File: src/rtl/fws_pkg.sv
// Shared types and helpers for the frame write scheduler: FSM states,
// default frame geometry and the raster pixel-address function.
package fws_pkg;

   typedef enum logic [1:0] {
      IDLE  = 2'd0,
      RUN   = 2'd1,
      DRAIN = 2'd2,
      DONE  = 2'd3
   } fws_state_t;

   localparam int unsigned H_RES_DEFAULT = 640;
   localparam int unsigned V_RES_DEFAULT = 480;

   function automatic logic [31:0] pix_addr(input logic [9:0] x, input logic [9:0] y,
                                            input int unsigned h_res);
      return 32'(y) * h_res + 32'(x);
   endfunction

endpackage

File: src/rtl/frame_write_sched_rr_arbiter.sv
// Round-robin arbiter: one-hot grant from an N-bit request vector; the
// pointer moves to one past the granted requester.
module rr_arbiter #(
   parameter int unsigned N = 4
) (
   input  logic         clk,
   input  logic         reset,
   input  logic [N-1:0] req,
   output logic [N-1:0] grant
);

   localparam int unsigned PW = (N > 1) ? $clog2(N) : 1;

   logic [PW-1:0] ptr;
   logic [PW-1:0] ptr_next;
   logic          found;

   // Two passes: requesters at or above the pointer first, then the rest.
   always_comb begin
      grant    = '0;
      ptr_next = ptr;
      found    = 1'b0;
      for (int unsigned i = 0; i < N; i++) begin
         if (!found && req[i] && (i >= 32'(ptr))) begin
            grant[i] = 1'b1;
            found    = 1'b1;
            ptr_next = (i == N - 1) ? '0 : PW'(i + 1);
         end
      end
      for (int unsigned i = 0; i < N; i++) begin
         if (!found && req[i] && (i < 32'(ptr))) begin
            grant[i] = 1'b1;
            found    = 1'b1;
            ptr_next = (i == N - 1) ? '0 : PW'(i + 1);
         end
      end
   end

   always_ff @(posedge clk) begin
      if (!reset) ptr <= '0;
      else        ptr <= ptr_next;
   end

endmodule

File: src/rtl/frame_write_sched.sv
// Frame write scheduler: dispatches raster pixels to iteration engines and
// writes their results to the framebuffer. Option: FWS_KEEP_DISPLAY_EN.
module frame_write_sched
   import fws_pkg::*;
#(
   parameter int unsigned N_ENG  = 4,
   parameter int unsigned WIDTH  = 7,
   parameter int unsigned H_RES  = H_RES_DEFAULT,
   parameter int unsigned V_RES  = V_RES_DEFAULT,
   parameter int unsigned ADDR_W = 19
) (
   input  logic                   CLK_100MHz,
   input  logic                   reset,
   input  logic                   start,
   output logic                   busy,
   output logic                   frame_done,
   output logic                   read_enable,
   input  logic [N_ENG-1:0]       eng_idle,
   output logic [N_ENG-1:0]       eng_start,
   output logic [9:0]             eng_x,
   output logic [9:0]             eng_y,
   input  logic [N_ENG-1:0]       eng_valid,
   input  logic [N_ENG*WIDTH-1:0] eng_iter,
   output logic [N_ENG-1:0]       eng_ack,
   output logic                   wea,
   output logic [ADDR_W-1:0]      addr_w,
   output logic [WIDTH-1:0]       dina
);

   localparam int unsigned CNT_W  = $clog2(N_ENG + 1);
   localparam logic [9:0]  X_LAST = 10'(H_RES - 1);
   localparam logic [9:0]  Y_LAST = 10'(V_RES - 1);

   fws_state_t        state;
   logic [9:0]        x;
   logic [9:0]        y;
   logic [CNT_W-1:0]  outstanding;
   logic [N_ENG-1:0]  tag_held;
   logic [N_ENG-1:0]  ack_pending;
   logic [N_ENG-1:0]  dispatch_oh;
   logic [N_ENG-1:0]  write_req;
   logic [N_ENG-1:0]  grant;
   logic [ADDR_W-1:0] tag [N_ENG];
   logic [ADDR_W-1:0] tag_sel;
   logic [ADDR_W-1:0] cur_addr;
   logic [WIDTH-1:0]  iter_sel;
   logic              dispatch_go;
   logic              write_go;
   logic              last_pix;
   logic              disp_found;

   assign cur_addr    = ADDR_W'(pix_addr(x, y, H_RES));
   assign last_pix    = (x == X_LAST) && (y == Y_LAST);
   // Engines being re-dispatched this cycle may still show a stale valid.
   assign write_req   = eng_valid & tag_held & ~ack_pending & ~eng_start;
   assign write_go    = |grant;
   assign dispatch_go = (state == RUN) && (|dispatch_oh);

   always_comb begin
      dispatch_oh = '0;
      disp_found  = 1'b0;
      for (int unsigned i = 0; i < N_ENG; i++) begin
         if (!disp_found && eng_idle[i] && !tag_held[i]) begin
            dispatch_oh[i] = 1'b1;
            disp_found     = 1'b1;
         end
      end
   end

   always_comb begin
      tag_sel  = '0;
      iter_sel = '0;
      for (int unsigned i = 0; i < N_ENG; i++) begin
         if (grant[i]) begin
            tag_sel  = tag[i];
            iter_sel = eng_iter[i*WIDTH +: WIDTH];
         end
      end
   end

   rr_arbiter #(.N(N_ENG)) u_wr_arb (
      .clk   (CLK_100MHz),
      .reset (reset),
      .req   (write_req),
      .grant (grant)
   );

   always_ff @(posedge CLK_100MHz) begin
      if (!reset) begin
         state       <= IDLE;
         x           <= '0;
         y           <= '0;
         outstanding <= '0;
         tag_held    <= '0;
         ack_pending <= '0;
         busy        <= 1'b0;
         frame_done  <= 1'b0;
         read_enable <= 1'b0;
         eng_start   <= '0;
         eng_x       <= '0;
         eng_y       <= '0;
         eng_ack     <= '0;
         wea         <= 1'b0;
         addr_w      <= '0;
         dina        <= '0;
         for (int unsigned i = 0; i < N_ENG; i++) tag[i] <= '0;
      end else begin
         eng_start   <= '0;
         frame_done  <= 1'b0;
         eng_ack     <= grant;
         ack_pending <= grant;
         wea         <= write_go;
         tag_held    <= (tag_held & ~grant) | (dispatch_go ? dispatch_oh : '0);
         outstanding <= outstanding + CNT_W'(dispatch_go) - CNT_W'(write_go);
         if (write_go) begin
            addr_w <= tag_sel;
            dina   <= iter_sel;
         end
         if (dispatch_go) begin
            eng_start <= dispatch_oh;
            eng_x     <= x;
            eng_y     <= y;
            for (int unsigned i = 0; i < N_ENG; i++) begin
               if (dispatch_oh[i]) tag[i] <= cur_addr;
            end
            if (x == X_LAST) begin
               x <= '0;
               y <= (y == Y_LAST) ? '0 : y + 10'd1;
            end else begin
               x <= x + 10'd1;
            end
         end
         case (state)
            IDLE: begin
               if (start) begin
                  state <= RUN;
                  busy  <= 1'b1;
                  x     <= '0;
                  y     <= '0;
`ifdef FWS_KEEP_DISPLAY_EN
`else
                  read_enable <= 1'b0;
`endif
               end
            end
            RUN: begin
               if (dispatch_go && last_pix) state <= DRAIN;
            end
            DRAIN: begin
               if (outstanding == '0) state <= DONE;
            end
            DONE: begin
               frame_done  <= 1'b1;
               read_enable <= 1'b1;
               busy        <= 1'b0;
               state       <= IDLE;
            end
            default: state <= IDLE;
         endcase
      end
   end

endmodule

File: config.mk
export PLATFORM = sky130hd
export DESIGN_NAME = frame_write_sched
export DESIGN_NICKNAME = d
export VERILOG_FILES = /design/src/rtl/fws_pkg.sv /design/src/rtl/frame_write_sched_rr_arbiter.sv /design/src/rtl/frame_write_sched.sv
export SDC_FILE = /design/constraint.sdc
export NUM_CORES = 1
export LEC_CHECK = 0
export CORE_UTILIZATION = 55
export CTS_BUF_LIST = sky130_fd_sc_hd__clkbuf_16
export CTS_CLUSTER_SIZE = 16
export DETAILED_ROUTE_END_ITERATION = 8
export HOLD_SLACK_MARGIN = 0.06
export PLACE_DENSITY = 0.8
export SLEW_MARGIN = 10
export SYNTH_ARGS = -nofsm -noshare
export SYNTH_HDL_FRONTEND = slang
export SYNTH_SLANG_ARGS = --single-unit
File: constraint.sdc
create_clock -name CLK_100MHz -period 3.4 [get_ports CLK_100MHz]
set_input_delay 0.68 -clock CLK_100MHz [delete_from_list [all_inputs] [get_ports CLK_100MHz]]
set_output_delay 0.68 -clock CLK_100MHz [all_outputs]
set_load 0.02 [all_outputs]
==> summary.md, run 1 <==
| Metric | Value |
|---|---|
| CP dominant cell by count | ha_1 |
| Endpoints failing setup | 0 |
| Final period util | 0.916 |
| Ant. Diodes | 0 |
| Io pins | 97 |
| I/O Buffers | 96 |
| Setup crit start kind | flip-flop |
| Setup_tns | 0 ns |
| Synth Instances | a little over 700 |
| Arrival @ worst endpoint | 3.29 ns |
| Drt pass-1 iters | 8 |
| CTS tree | yes |
| Routed Antenna Nets | 0 |
| Post-Syn Nets | 773 |
| DRC marker count from the first detailed-route iteration | 545 |
| Initial Util | 0.561 |
| RSZ-0062 raised after global routing | no |
| DP HPWL | 12300 um |
| Gr ovfl total | 0 |
| Worst VDD drop | slightly above 400 uV |
| CP Capture Type | flip-flop |
| H-tree depth | 4 |
| Required time of the critical path | 3.57 ns |
| Async SR Flop Fraction | 0 |
| Slew HR | 0.201 |
| Die area | about 14000 sq um |
| Overall power | slightly above 5000 uW |
| Flops & latches, synth | between 150 and 200 |
| Total wire length | around 18000 um |
| Max frequency | 0.321 GHz |
| Crit-path max cell delay | approximately 0.69 ns |
| CP Buf/Inv Count | 1 |
| Slew of the pin with the lowest slew margin | roughly 1.2 ns |
| Largest net degree at the start of global routing | 35 |
| Seq/Total Area, Yosys | 0.549 |
| Setup Buffers After CTS | 0 |
| Netlist cell types | slightly below 70 |
| Clock skew | ~0.0074 ns |
| Type of the worst min-delay path | flip-flop to flip-flop |
| Final Wtd Congestion | slightly above 0.8 |
| Initial antenna violation count | 0 |
| Layout cell share with drive strength beyond 1 | 0.0906 |
| Min Clock Period, post-route | about 3.1 ns |
| Outcome | finished, final reports clean |
| DRC errors left | 0 |
| Final nets | a little under 900 |
| Syn. warnings | 0 |
| Post-synth EDFFs | 76 |
| GRT Util Overall | 0.269 |
| Critical path's slowest cell | o31ai_1 |
| Final Non-Filler Cells | ~990 |
| Resize count post-CTS | 0 |
| Crit-path max FO | 8 |
| Die extent in x | 118 um |
| MaxCap Viol Count | 0 |
| DP Worst Slack | about 0.11 ns |
| Drt wl/cell | roughly 18 um |
| First-pass GRT wire length | between 20000 and 30000 um |
| Die Y | approximately 120 um |
| Via Count | ~6000 |
| Clock slew at reported path FFs | approximately 0.060 ns |
| CTS Root Buffer Type | clkbuf_16 |
| Leakage | around 0.0034 uW |
| FP Rows | 42 |
| Critical-path cell list | ha_1 -> ha_1 -> inv_1 -> fa_1 -> nor2b_1 -> o31a_1 -> o211a_1 -> o31ai_1 -> or4_1 -> nand2_1 |
| Clk_lat worst skew | 0.43 ns |
| Mapped Area | approximately 7400 sq um |
| Clock sink count | 165 |
| Synthesis-to-layout area growth | 24.0% |
| Setup WS post-layout | approximately 0.28 ns |
| Vias per inst | 6.01 |
| Vias in the first global route | approximately 5800 |
| Placed Cells | 961 |
| Core area | ~13000 sq um |
| Cts hold-fix bufs | 0 |
| Top_reg_cell synth | dfxtp_1 |
| Top delay family on crit path | compound AO/OA/AOI/OAI gates |
| Clock buffer depth | 2 |
| Fin. max-slew vios | 0 |
| Pwr/cell area | ~550 nW/um^2 |
| Syn avg cell area | 10.5 sq um |
| Hold Fails Final Rpt | 0 |
| Inserted Clock Buffers | 17 |
| Crit Path Category | flip-flop to flip-flop |
## placed cells by master (no fill, tap or decap), drive strengths merged, types with 4 or more instances in the layout
master,n
inv,29
and3,12
ha,27
buf,22
nor2b,10
dfxtp,89
o21ai,10
nand3,14
or3,4
a21oi,71
and2,30
edfxtp,76
nand2b,4
or4,5
xor2,16
a22oi,26
clkbuf,17
a222oi,25
nand3b,4
nor3,6
clkinv,8
clkdlybuf4s50,96
o211ai,4
nor4,5
nand4,5
nand2,67
nor2,71
xnor2,9
## final cells by class
type,instances,area (sq um)
Clock inverter,15,131
Tap cell,176,220
Inverter,25,96.3
Timing Repair Buffer,118,1140
Clock buffer,17,425
Sequential cell,165,4060
Multi-Input combinational cell,477,3100
Fill cell,940,4010
## per-layer routing
layer	GRT usage	wire length, um	vias to the layer above
li1	-	-	2793
met1	0.334	7440	2887
met2	0.457	9070	266
met3	0.0577	1340	20
met4	0.103	211	0
met5	0	0	-
## metrics by stage
stage,utilization,cell area [sq um],hold slack [ns]
global route,0.696,9180,0.480
CTS,0.695,9170,0.460
global placement,0.653,8610,0.448
floorplan,-,7400,0.468
finish,0.696,9180,0.455
detailed placement,0.653,8610,0.450
## power breakdown
| part | total, uW | switching [uW] | internal (uW) |
|---|---|---|---|
| clock network | 1810 | 803 | 1010 |
| logic | 897 | 543 | 354 |
| registers | 2350 | 100 | 2250 |
| total | 5060 | 1450 | 3610 |
## Yosys cell counts (14+ instances only)
master	count	area, sq um
and2_1	30	188
edfxtp_1	76	2280
nand2_1	66	248
a222oi_1	25	250
nand3_1	14	70.1
inv_1	21	78.8
xor2_1	16	140
nor2_1	71	267
a22oi_1	26	195
dfxtp_1	89	1780
ha_1	27	338
clkbuf_1	30	113
a21oi_1	70	350
## registers in the layout (all words and copies together), names as in the netlist
name,cells
addr_w,19
outstanding,3
y,10
tag_held,4
x,10
busy,1
u_wr_arb.ptr,2
ack_pending,4
state,2
eng_x,10
eng_start,4
wea,1
read_enable,1
tag,76
dina,7
frame_done,1
eng_y,10
## final timing paths
check / start / end / slack [ns] / cells after the start
setup / recovery: y[1]$_SDFF_PN0_ / tag[0][17]$_SDFFCE_PN0P_ / 0.28 / 10
hold / removal: eng_x[5]$_SDFFE_PN0P_ / eng_x[5]$_SDFFE_PN0P_ / 0.46 / 2
setup reg to reg: y[1]$_SDFF_PN0_ / tag[0][17]$_SDFFCE_PN0P_ / 0.28 / 10
hold reg to reg: eng_x[5]$_SDFFE_PN0P_ / eng_x[5]$_SDFFE_PN0P_ / 0.46 / 2
## cells by family (layout without fill, tap and decap cells)
logic type	Yosys count	count (layout)	synth area share
simple gates	251	251	0.172
mux	2	2	0.00287
flops	165	165	0.549
compound gates	169	169	0.159
buf+inv	62	175	0.0330
xor+xnor	25	25	0.0296
fa+ha+maj	30	30	0.0538
## tightest hold or removal path, cell delays in order, from the launching register on
cell,delay (ns)
dfxtp_1,0.31
nand2_1,0.05
a21oi_1,0.05
Note: power is estimated with default switching activity, not from simulation.
==> inputs of run 2 (changes only) <==
Settings changed: SLEW_MARGIN 10 to 20.
==> summary.md, run 2 (same netlist as run 1, synthesis figures left out) <==
| Metric | Value |
|---|---|
| DP HPWL | about 12000 um |
| MaxCap Viol Count | 0 |
| H-tree depth | 4 |
| Inserted Clock Buffers | 17 |
| Max frequency | slightly above 0.3 GHz |
| CTS tree | yes |
| DRC marker count from the first detailed-route iteration | approximately 550 |
| Outcome | finished, final reports clean |
| FP Rows | 42 |
| Clock skew | ~0.01 ns |
| Core area | approximately 13000 sq um |
| First-pass GRT wire length | about 30000 um |
| Leakage | 0.00340 uW |
| Crit-path max FO | 8 |
| Die area | around 14000 sq um |
| Endpoints failing setup | 0 |
| Slew HR | 0.401 |
| Setup Buffers After CTS | 0 |
| Crit Reg-Reg Startpoint | y[1]$_SDFF_PN0_ |
| Final nets | 873 |
| I/O Buffers | 96 |
| Drt wl/cell | about 19 um |
| Most frequent cells in the layout | clkdlybuf4s50_1, dfxtp_1, edfxtp_1 |
| R2r setup slk | around 0.16 ns |
| Largest registers | tag x76, addr_w x19 |
| Clock sink count | 165 |
| Type of the worst min-delay path | flip-flop to flip-flop |
| Die Y | about 120 um |
| Arrival @ worst endpoint | between 3 and 4 ns |
| Fin. max-slew vios | 0 |
| Largest net degree at the start of global routing | 35 |
| Initial antenna violation count | 0 |
| Hold Crit Endpoint | eng_x[5]$_SDFFE_PN0P_ |
| Placed Cells | between 900 and 1000 |
| Overall power | 5150 uW |
| Ant. Diodes | 0 |
| Min-delay src | eng_x[5]$_SDFFE_PN0P_ |
| Vias in the first global route | 5914 |
| Worst VDD drop | about 370 uV |
| Clk_lat worst skew | 0.43 ns |
| Total wire length | roughly 19000 um |
| CTS Root Buffer Type | clkbuf_16 |
| Io pins | 97 |
| Layout cell share with drive strength beyond 1 | 0.0906 |
| Clock slew at reported path FFs | approximately 0.060 ns |
| Vias per inst | about 6.0 |
| DRC errors left | 0 |
| Hold Fails Final Rpt | 0 |
| Routed Antenna Nets | 0 |
| Gr ovfl total | 0 |
| Final Wtd Congestion | roughly 0.83 |
| Required time of the critical path | ~3.6 ns |
| Initial Util | 0.561 |
| Clock buffer depth | 2 |
| RR Endpoint | tag[3][17]$_SDFFCE_PN0P_ |
| Most common cell after layout, fill and taps aside | clkdlybuf4s50_1 |
| Crit Path Category | flip-flop to flip-flop |
| Reg2Reg Depth | 10 |
| Die extent in x | 118 um |
| RSZ-0062 raised after global routing | no |
| Largest register by flop count | tag |
| CP Capture Type | flip-flop |
| Final period util | 0.952 |
| WHS Path Cells | 2 |
| Min Clock Period, post-route | 3.24 ns |
| Slew of the pin with the lowest slew margin | around 0.89 ns |
| Setup_tns | 0 ns |
| Pwr/cell area | roughly 560 nW/um^2 |
| GRT Util Overall | 0.278 |
| Setup crit start kind | flip-flop |
| Max reg flops | 76 |
| Synthesis-to-layout area growth | 24.5% |
| Via Count | 6002 |
| Final Non-Filler Cells | approximately 1000 |
| Cts hold-fix bufs | 0 |
| Drt pass-1 iters | 5 |
run 2: cell count changes in the layout (fill, tap and decap cells not counted):
cell,previous run,this run
a21oi_2,2,1
a21oi_4,0,1
bufinv_16,1,2
clkinv_2,3,2
run 2: final cells by class:
| class | instances | area (sq um) |
|---|---|---|
| Multi-Input combinational cell | 477 | 3110 |
| Clock inverter | 15 | 156 |
| Tap cell | 176 | 220 |
| Timing Repair Buffer | 118 | 1140 |
| Fill cell | 934 | 3980 |
| Inverter | 25 | 96.3 |
| Sequential cell | 165 | 4060 |
| Clock buffer | 17 | 425 |
run 2: metal layers:
| metal | track usage | routed length [um] |
|---|---|---|
| met1 | 0.334 | 7440 |
| met4 | 0.0881 | 187 |
| met3 | 0.0785 | 1600 |
| met5 | 0 | 0 |
| met2 | 0.479 | 9390 |
run 2: what timing repair did:
action	CTS	global route
hold endpoints to repair	0	0
endpoints found under the setup margin	0	4
resized for setup	0	1
run 2: worst max-delay path by stage:
| stage | from | end | cells past startpoint |
|---|---|---|---|
| global placement | eng_valid[3] | outstanding[2]$_SDFF_PN0_ | 13 |
| floorplan | eng_idle[2] | outstanding[2]$_SDFF_PN0_ | 13 |
| CTS | y[1]$_SDFF_PN0_ | tag[0][18]$_SDFFCE_PN0P_ | 9 |
| global route | y[1]$_SDFF_PN0_ | tag[3][17]$_SDFFCE_PN0P_ | 10 |
| detailed placement | eng_valid[2] | dina[6]$_SDFFE_PN0P_ | 7 |
| finish | y[1]$_SDFF_PN0_ | tag[3][17]$_SDFFCE_PN0P_ | 10 |
run 2: critical path: stages, from the launching register on:
cell     delay (ns)
dfxtp_1        0.48
ha_1           0.29
ha_1           0.24
inv_1          0.08
fa_1           0.21
nor2b_1        0.07
o31a_1         0.29
o211a_1        0.25
o31ai_1        0.77
or4_1          0.21
nand2_1        0.07
run 2: report_power, final:
| group | switching (uW) | leakage, uW | internal, uW |
|---|---|---|---|
| combinational | 549 | 0.00160 | 355 |
| clock | 810 | 0.000285 | 1090 |
| sequential | 102 | 0.00151 | 2250 |
| total | 1460 | 0.00340 | 3690 |
run 2: through the flow:
stage	cell area [sq um]	worst slack [ns]	hold WS (ns)	util
final	9210	0.164	0.459	0.698
after global routing	9210	0.0354	0.478	0.698
after floorplan	7400	0.348	0.468	-
after global placement	8610	0.200	0.448	0.653
after CTS	9200	0.203	0.460	0.698
after detailed placement	8620	0.104	0.448	0.654
==> inputs of run 3 (changes only) <==
Clock period 3.4 ns to 3.72 ns, I/O delays scaled along.
==> summary.md, run 3 (same netlist as run 1, synthesis figures left out) <==
| Metric | Value |
|---|---|
| Outcome | finished, final reports clean |
| Initial antenna violation count | 0 |
| CP dominant cell by count | ha_1 |
| Clock skew | between 0.008 and 0.009 ns |
| Reg2Reg Depth | 9 |
| Crit Path Category | flip-flop to flip-flop |
| Core area | 13200 sq um |
| Clock slew at reported path FFs | ~0.060 ns |
| Clk_lat worst skew | around 0.43 ns |
| Io pins | 97 |
| WHS Path Cells | 2 |
| Gr ovfl total | 0 |
| CTS Root Buffer Type | clkbuf_16 |
| Clock buffer depth | 2 |
| Routed Antenna Nets | 0 |
| Cell Int Power | roughly 3400 uW |
| Min Clock Period, post-route | between 3 and 4 ns |
| Setup Buffers After CTS | 0 |
| Layout cell share with drive strength beyond 1 | 0.0780 |
| Placed Cells | approximately 950 |
| Final Wtd Congestion | 0.831 |
| DRC marker count from the first detailed-route iteration | between 400 and 500 |
| Hold Fails Final Rpt | 0 |
| Required time of the critical path | roughly 3.9 ns |
| Largest register by flop count | tag |
| Critical-path cell list | ha_1 -> ha_1 -> inv_1 -> fa_1 -> nand3b_1 -> a2111oi_1 -> and3_1 -> a311o_1 -> a21oi_1 |
| Die Y | 118 um |
| Largest registers | tag x76, addr_w x19 |
| Ant. Diodes | 0 |
| CP Capture Type | flip-flop |
| Drt pass-1 iters | 5 |
| DRC errors left | 0 |
| Total wire length | roughly 18000 um |
| DP HPWL | approximately 12000 um |
| I/O Buffers | 96 |
| Register area | roughly 4000 sq um |
| Crit-path max FO | 8 |
| Slew of the pin with the lowest slew margin | 0.966 ns |
| Synthesis-to-layout area growth | 23.1% |
| Drt wl/cell | between 15 and 20 um |
| Critical Path Stages | 9 |
| Final Non-Filler Cells | 984 |
| CTS tree | yes |
| Cts hold-fix bufs | 0 |
| Sw frac | 0.277 |
| Worst VDD drop | approximately 270 uV |
| Cell Area, Placed | around 8500 sq um |
| MaxCap Viol Count | 0 |
| Clk pwr share | 0.361 |
| Clock sink count | 165 |
| Worst Setup SP | y[1]$_SDFF_PN0_ |
| Type of the worst min-delay path | flip-flop to flip-flop |
| Min-delay src | eng_x[0]$_SDFFE_PN0P_ |
| Inserted Clock Buffers | 17 |
| Arrival @ worst endpoint | about 3.4 ns |
| Combinational share of power | 0.175 |
| Crit Reg-Reg Startpoint | y[1]$_SDFF_PN0_ |
| Fin. max-slew vios | 0 |
| Pwr/cell area | a little over 500 nW/um^2 |
| Leakage | 0.00334 uW |
| Critical path's slowest cell | a2111oi_1 |
| First-pass GRT wire length | about 29000 um |
| Most common cell after layout, fill and taps aside | clkdlybuf4s50_1 |
| RSZ-0062 raised after global routing | no |
| Final nets | between 800 and 900 |
| Max reg flops | 76 |
| Crit-path max cell delay | approximately 0.58 ns |
| Flop pwr share | 0.464 |
| Fill cells | roughly 930 |
| Max frequency | around 0.30 GHz |
| Vias per inst | about 6 |
| H-tree depth | 4 |
| Slew HR | 0.355 |
| Initial Util | 0.561 |
| Multi-input gate area | ~3100 sq um |
| Most frequent cells in the layout | clkdlybuf4s50_1, dfxtp_1, edfxtp_1 |
| Setup_tns | 0 ns |
| CP Buf/Inv Count | 1 |
| Cell area after layout | 9110 sq um |
| Final period util | 0.882 |
| Vias in the first global route | roughly 5800 |
| Resize count post-CTS | 0 |
| Via Count | about 5900 |
| Psw | 1290 uW |
| GRT Util Overall | 0.267 |
| FP Rows | 42 |
| Setup crit start kind | flip-flop |
| Die area | roughly 14000 sq um |
| Die extent in x | 118 um |
| Endpoints failing setup | 0 |
| Largest net degree at the start of global routing | 57 |
| Top delay family on crit path | adder cells |
## run 3: cell types whose count changed in the layout (fill, tap and decap cells not counted), sizes merged
cell and change:
buf -9, clkinvlp +2, inv -2
## run 3: power groups by stage
stage | sequential (uW) | clock (uW) | combinational, uW
after global placement | 2180 | 0 | 770
after global routing | 2170 | 1760 | 889
final | 2150 | 1680 | 810
after floorplan | 2210 | 0 | 465
after detailed placement | 2190 | 0 | 806
after CTS | 2150 | 1690 | 809
## run 3: cell type report
class / count / area share
flip-flops and latches: 165 / 0.446
well taps: 176 / 0.0242
clock inverters: 15 / 0.0157
inverters: 25 / 0.0106
clock buffers: 17 / 0.0467
multi-input cells: 477 / 0.341
repair buffers: 109 / 0.116
## run 3: per-stage QoR
| step | worst slack, ns | utilization | hold slack [ns] | power (uW) |
|---|---|---|---|---|
| finish | 0.440 | 0.691 | 0.460 | 4640 |
| CTS | 0.489 | 0.690 | 0.461 | 4650 |
| global placement | 0.440 | 0.647 | 0.449 | 2950 |
| floorplan | 0.604 | - | 0.468 | 2680 |
| detailed placement | 0.258 | 0.647 | 0.450 | 2990 |
| global route | 0.355 | 0.691 | 0.484 | 4820 |
## run 3: final timing paths
kind                            slack (ns)                  endpoint
worst min register to register        0.46     eng_x[0]$_SDFFE_PN0P_
worst max register to register        0.44  tag[0][18]$_SDFFCE_PN0P_
worst max-delay path                  0.44  tag[0][18]$_SDFFCE_PN0P_
worst min-delay path                  0.46     eng_x[0]$_SDFFE_PN0P_
## run 3: routing by layer
| metal | part of all wire | global-route usage | wire (um) |
|---|---|---|---|
| met2 | 0.49 | 0.446 | 8730 |
| met4 | 0.013 | 0.0889 | 239 |
| met1 | 0.43 | 0.340 | 7620 |
| met5 | 0 | 0 | 0 |
| met3 | 0.072 | 0.0644 | 1290 |
## run 3: tightest hold or removal path, stage by stage, from the launching register on
cell     delay [ns]
dfxtp_1        0.31
nand2_1        0.05
a21oi_1        0.05
